## src/rtl/mmio_responder.sv

```systemverilog
// Purpose: MMIO responder hosting a serial TX byte FIFO and a 64-bit microsecond RTC.
// Latency: one cycle from request acceptance to the resp_finish pulse.
// Backpressure: serial byte writes stall in IDLE while the TX FIFO is full; the TX stream drains on tx_valid & tx_ready.
module mmio_responder #(
    parameter int          FIFO_DEPTH  = 8,
    parameter int          CLK_PER_US  = 100,
    parameter logic [63:0] SERIAL_BASE = 64'h00000000a00003f8,
    parameter logic [63:0] RTC_BASE    = 64'h00000000a0000048
) (
    input  logic        clk,
    input  logic        rst_n,
    input  logic [63:0] req_addr,
    input  logic [63:0] req_data,
    input  logic [7:0]  req_mask,
    input  logic        req_we,
    input  logic        req_re,
    output logic [63:0] resp_data,
    output logic        resp_finish,
    output logic        resp_err,
    output logic        tx_valid,
    output logic [7:0]  tx_data,
    input  logic        tx_ready,
    output logic [63:0] rtc_us
);

    localparam int PW = (FIFO_DEPTH > 1) ? $clog2(FIFO_DEPTH) : 1;
    localparam int CW = $clog2(FIFO_DEPTH + 1);
    localparam int SW = (CLK_PER_US > 1) ? $clog2(CLK_PER_US) : 1;
    localparam logic [CW-1:0] DEPTH_C   = CW'(FIFO_DEPTH);
    localparam logic [SW-1:0] PRESC_MAX = SW'(CLK_PER_US - 1);

    typedef enum logic [1:0] {IDLE, RESP, HOLD} state_t;

    state_t        state;
    state_t        state_nxt;
    logic          accept;

    logic [7:0]    mem [FIFO_DEPTH];
    logic [PW-1:0] rd_ptr;
    logic [PW-1:0] wr_ptr;
    logic [CW-1:0] count;
    logic          fifo_full;
    logic          fifo_empty;
    logic          push;
    logic          pop;

    logic [SW-1:0] presc;
    logic [63:0]   rtc;
    logic          tick;
    logic          rtc_wr;
    logic [63:0]   rtc_wdat;

    logic          hit_serial;
    logic          hit_rtc;
    logic          stall;
    logic [63:0]   rd_data;
    logic          rd_err;

    // Byte offset within the word is irrelevant to decode.
    logic          unused_addr_lsb;
    assign unused_addr_lsb = ^req_addr[2:0];

    assign hit_serial = (req_addr[63:3] == SERIAL_BASE[63:3]);
    assign hit_rtc    = (req_addr[63:3] == RTC_BASE[63:3]);

    assign fifo_full  = (count == DEPTH_C);
    assign fifo_empty = (count == '0);

    // Full check uses the registered count, so a same-cycle pop only unblocks next cycle.
    assign stall  = hit_serial & req_we & req_mask[0] & fifo_full;
    assign push   = accept & hit_serial & req_we & req_mask[0];
    assign pop    = ~fifo_empty & tx_ready;
    assign rtc_wr = accept & hit_rtc & req_we;
    assign tick   = (presc == PRESC_MAX);

    assign tx_valid    = ~fifo_empty;
    assign tx_data     = fifo_empty ? 8'h00 : mem[rd_ptr];
    assign rtc_us      = rtc;
    assign resp_finish = (state == RESP);

    // FSM state register.
    always_ff @(posedge clk or negedge rst_n) begin
        if (!rst_n) begin
            state <= IDLE;
        end else begin
            state <= state_nxt;
        end
    end

    // Next state: accept from IDLE, pulse in RESP, wait in HOLD until the initiator lets go.
    always_comb begin
        state_nxt = state;
        accept    = 1'b0;
        case (state)
            IDLE: begin
                if ((req_we | req_re) & ~stall) begin
                    accept    = 1'b1;
                    state_nxt = RESP;
                end
            end
            RESP: state_nxt = HOLD;
            HOLD: begin
                if (!req_we && !req_re) begin
                    state_nxt = IDLE;
                end
            end
            default: state_nxt = IDLE;
        endcase
    end

    // Read data mux; writes return zero, and unmapped addresses flag an error either way.
    always_comb begin
        rd_data = '0;
        rd_err  = 1'b0;
        if (hit_serial) begin
            if (!req_we) begin
                rd_data = {48'b0, 8'(count), 6'b0, fifo_full, fifo_empty};
            end
        end else if (hit_rtc) begin
            if (!req_we) begin
                rd_data = rtc;
            end
        end else begin
            rd_err = 1'b1;
        end
    end

    // Response registers are captured on acceptance and held until the next one.
    always_ff @(posedge clk or negedge rst_n) begin
        if (!rst_n) begin
            resp_data <= '0;
            resp_err  <= 1'b0;
        end else if (accept) begin
            resp_data <= rd_data;
            resp_err  <= rd_err;
        end
    end

    // FIFO storage: entries beyond the count are never observed, so no reset is needed.
    always_ff @(posedge clk) begin
        if (push) begin
            mem[wr_ptr] <= req_data[7:0];
        end
    end

    // FIFO pointers and occupancy; pointers wrap naturally at the power-of-two depth.
    always_ff @(posedge clk or negedge rst_n) begin
        if (!rst_n) begin
            rd_ptr <= '0;
            wr_ptr <= '0;
            count  <= '0;
        end else begin
            if (push) begin
                wr_ptr <= wr_ptr + 1'b1;
            end
            if (pop) begin
                rd_ptr <= rd_ptr + 1'b1;
            end
            case ({push, pop})
                2'b10:   count <= count + 1'b1;
                2'b01:   count <= count - 1'b1;
                default: count <= count;
            endcase
        end
    end

    // Per-lane merge of the RTC write data with the current value.
    always_comb begin
        rtc_wdat = rtc;
        for (int i = 0; i < 8; i++) begin
            if (req_mask[i]) begin
                rtc_wdat[i*8 +: 8] = req_data[i*8 +: 8];
            end
        end
    end

    // RTC and prescaler; a write overrides the tick and restarts the microsecond.
    always_ff @(posedge clk or negedge rst_n) begin
        if (!rst_n) begin
            rtc   <= '0;
            presc <= '0;
        end else if (rtc_wr) begin
            rtc   <= rtc_wdat;
            presc <= '0;
        end else if (tick) begin
            rtc   <= rtc + 64'd1;
            presc <= '0;
        end else begin
            presc <= presc + 1'b1;
        end
    end

endmodule

```

## config.mk

```make
export PLATFORM = sky130hd
export DESIGN_NAME = mmio_responder
export DESIGN_NICKNAME = d
export VERILOG_FILES = /design/src/rtl/mmio_responder.sv
export SDC_FILE = /design/constraint.sdc
export NUM_CORES = 1
export LEC_CHECK = 0
export ABC_AREA = 1
export ABC_CLOCK_PERIOD_IN_PS = 2180
export CAP_MARGIN = 20
export CORE_MARGIN = 4
export CORE_UTILIZATION = 30
export DETAILED_ROUTE_END_ITERATION = 10
export DONT_BUFFER_PORTS = 1
export PLACE_DENSITY = 0.45
export SETUP_SLACK_MARGIN = 0.4
export SYNTH_ARGS = -nofsm -noshare
export SYNTH_HDL_FRONTEND = slang
export SYNTH_SLANG_ARGS = --single-unit
```

## constraint.sdc

```tcl
create_clock -name clk -period 2.18 [get_ports clk]
set_input_delay 0.654 -clock clk [delete_from_list [all_inputs] [get_ports clk]]
set_output_delay 0.654 -clock clk [all_outputs]
set_load 0.005 [all_outputs]
```

==> run metrics, run 1 <==
max-slew violation count 0; initial antenna violation count 0; Fin Clk Skew 0.0121 ns; commonest non-fill, non-tap cell in the layout nand2_1; reg2reg start count[2]; CP Cell Sequence buf_6 > o21ai_1 > o22ai_1 > o21ai_2 > a31oi_1 > buf_4; DRT Pass-1 Iters 4; CTS buffer count 26; P per Cell Area 688 mW/mm^2; final critical-path share of the clock period 1.15; die height 205 um; Die ar. 0.0419 sq mm; main flop type after synthesis dfrtp_1; CTS tree done; Final #Nets 1928; Root Buffer clkbuf_16; num rows 71; Worst Path Arrival 1.85 ns; number of global-route vias before repair 11200; Mapped Cells 1535; GPL Wtd Cong 0.982; f_max 399 MHz; Mapped Nets 1683; r2r setup slk 0.13 ns; DP Cell Count 2180; Routed Wire Length 48.3 mm; register area 0.00565 sq mm; R2R depth 11; min Tclk post-route 2.50 ns; kind of critical path reg -> out; first-pass GRT wire length 68.5 mm; ys async rst share 0.698; drt via density 4.85; synthesized cell area 0.0116 sq mm; Detail Placement HPWL 32.5 mm; IO buf count 0; Critical Path RT 1.53 ns; Yosys Warn Count 0; global route total overflow 0; R2R Path End count[3]; GRT Resource Usage Total 0.212; drc violations 0; Worst path max stage delay 0.46 ns; worst-margin pin slew 0.507 ns; area delta synth->final 49.0%; Post-synth EDFFs 64; layout cells sized above 1 0.344; final hold slack -0.211 ns; Clock Sink Count 212; outcome complete, but fails checks; sequential-to-total area share from yosys stat 0.484; via count 11200; worst IR drop on VDD 499 uV; # fillers 3728; # IOs 280; final worst slack -0.324 ns; footprint of the multi-input gates 0.00675 sq mm; Rel. slew slack 0.661; CP max FO 5; Bufs and invs on worst path 2; routed len/inst 20.9 um; Yosys cell types 38; RSZ-0062 raised after global routing true; Clock Latency Late Sink 0.56 ns; largest net degree at the start of global routing 149; CP top delay family compound AO/OA/AOI/OAI gates; H-tree Lvls 1; initial core utilization 0.306; CP Capture Type output port; Max-Cap Viols 0; initial DRC count 590; Post-Synthesis Mean Instance Area 7.57 sq um; Diodes inserted 0; Max clock buf depth 3; commonest cells after routing, fill and taps aside 513 x nand2_1, 148 x buf_4, 126 x dfrtp_1; failing checks negative hold slack, negative setup slack; Die Wd 205 um; # setup viols final 9; number of routed nets with antenna violations 0; Final Hold Viols 148; setup TNS -2.42 ns; Seq cells post-synth 212; Worst setup SP type flip-flop; Hold WC Path Type in -> async; Leak 7.82 nW; core area 0.0379 sq mm; fin cells 2310; CP max stage cell dfrtp_2; launch point of the worst path rd_ptr[0]; CTS clock-pin slew for the worst setup and hold paths 0.06 ns
==> area by class of cell <==
cell class	count	share of cell area
clock buffer	35	0.0419
clock inverter	12	0.0102
inverter	130	0.0303
multi-input combinational	1147	0.390
sequential	212	0.327
tap	511	0.0369
timing repair buffer	263	0.165
==> worst max-delay path by stage <==
stage,depth (start not counted),endpoint
after floorplan,14,count[2]
after global placement,11,mem[6][1]
after detailed placement,15,count[2]
after CTS,7,tx_data[6]
after global routing,6,tx_data[1]
final,6,tx_data[4]
==> logic make-up (layout without fill, tap and decap cells) <==
| group | after synthesis | after routing | synth area share |
|---|---|---|---|
| XOR/XNOR | 64 | 64 | 0.0482 |
| adder cells (fa/ha/maj) | 7 | 7 | 0.00754 |
| buffers and inverters | 176 | 440 | 0.0643 |
| flip-flops | 212 | 212 | 0.484 |
| AO/OA/AOI/OAI | 131 | 131 | 0.0588 |
| AND/OR/NAND/NOR | 945 | 945 | 0.337 |
==> synth_stat cells (2+ instances only) <==
library cell  number  area (sq um)
a21oi_1            2          10.0
a31oi_1            8          50.1
buf_2             15          75.1
buf_4              2          15.0
buf_6              5          56.3
buf_8              2          30.0
clkbuf_1          22          82.6
dfrtp_1          148          3700
edfxtp_1          64          1920
ha_1               7          87.6
inv_1            127           477
inv_2              2          7.51
nand2_1          569          2140
nand2_2            9          56.3
nand3_1          114           571
nand3b_1           3          22.5
nand4_1           20           125
nor2_1           188           706
nor2_2             2          12.5
nor3_1            29           145
nor3_4             2          32.5
o21ai_0          105           526
o21ai_1            6          30.0
o22ai_1            8          50.1
xnor2_1            4          35.0
xor2_1            60           526
==> where the power goes <==
part | total [mW] | switching [mW] | internal (mW)
clock | 4.60 | 1.80 | 2.80
sequential | 4.32 | 0.122 | 4.19
combinational | 2.99 | 1.59 | 1.41
total | 11.9 | 3.51 | 8.40
==> flip-flops by register name (all words and copies together), names as in the netlist <==
| register | flops |
|---|---|
| rd_ptr | 3 |
| presc | 7 |
| state | 2 |
| rtc_us | 64 |
| wr_ptr | 3 |
| count | 4 |
| resp_err | 1 |
| mem | 64 |
| resp_data | 64 |
==> through the flow <==
| step | setup WS (ns) | cell area (sq um) | hold WS, ns | total power [mW] | utilization |
|---|---|---|---|---|---|
| floorplan | -0.241 | 11800 | 0.358 | 5.61 | - |
| global placement | -0.333 | 13600 | 0.364 | 6.34 | 0.358 |
| detailed placement | -0.358 | 13600 | 0.363 | 6.36 | 0.358 |
| CTS | -0.349 | 16100 | -0.229 | 11.6 | 0.425 |
| global route | -0.432 | 17300 | -0.236 | 12.4 | 0.456 |
| finish | -0.324 | 17300 | -0.211 | 11.9 | 0.456 |
==> metal layers <==
metal  wire (um)  track usage  vias up
li1            -            -     5436
met3        2820       0.0427       81
met1       20100        0.278     5368
met2       23900        0.359      315
met4        1520       0.0584        0
met5           0            0        -
==> timing repair <==
item,CTS,global route
setup endpoints to repair,241,256
pin swaps,105,112
setup buffers,36,26
cloned,11,10
endpoints found under the hold margin,148,148
resized for setup,299,213
Power figures use the tool's default switching activity.
==> run 2: changes to the inputs <==
--- a/config.mk
+++ b/config.mk
@@ -14,6 +14,7 @@
 export DONT_BUFFER_PORTS = 1
 export PLACE_DENSITY = 0.45
 export SETUP_SLACK_MARGIN = 0.4
+export SLEW_MARGIN = 10
 export SYNTH_ARGS = -nofsm -noshare
 export SYNTH_HDL_FRONTEND = slang
 export SYNTH_SLANG_ARGS = --single-unit
==> results of run 2 <==
Final layout, timing and power as in run 1 (identical DEF).
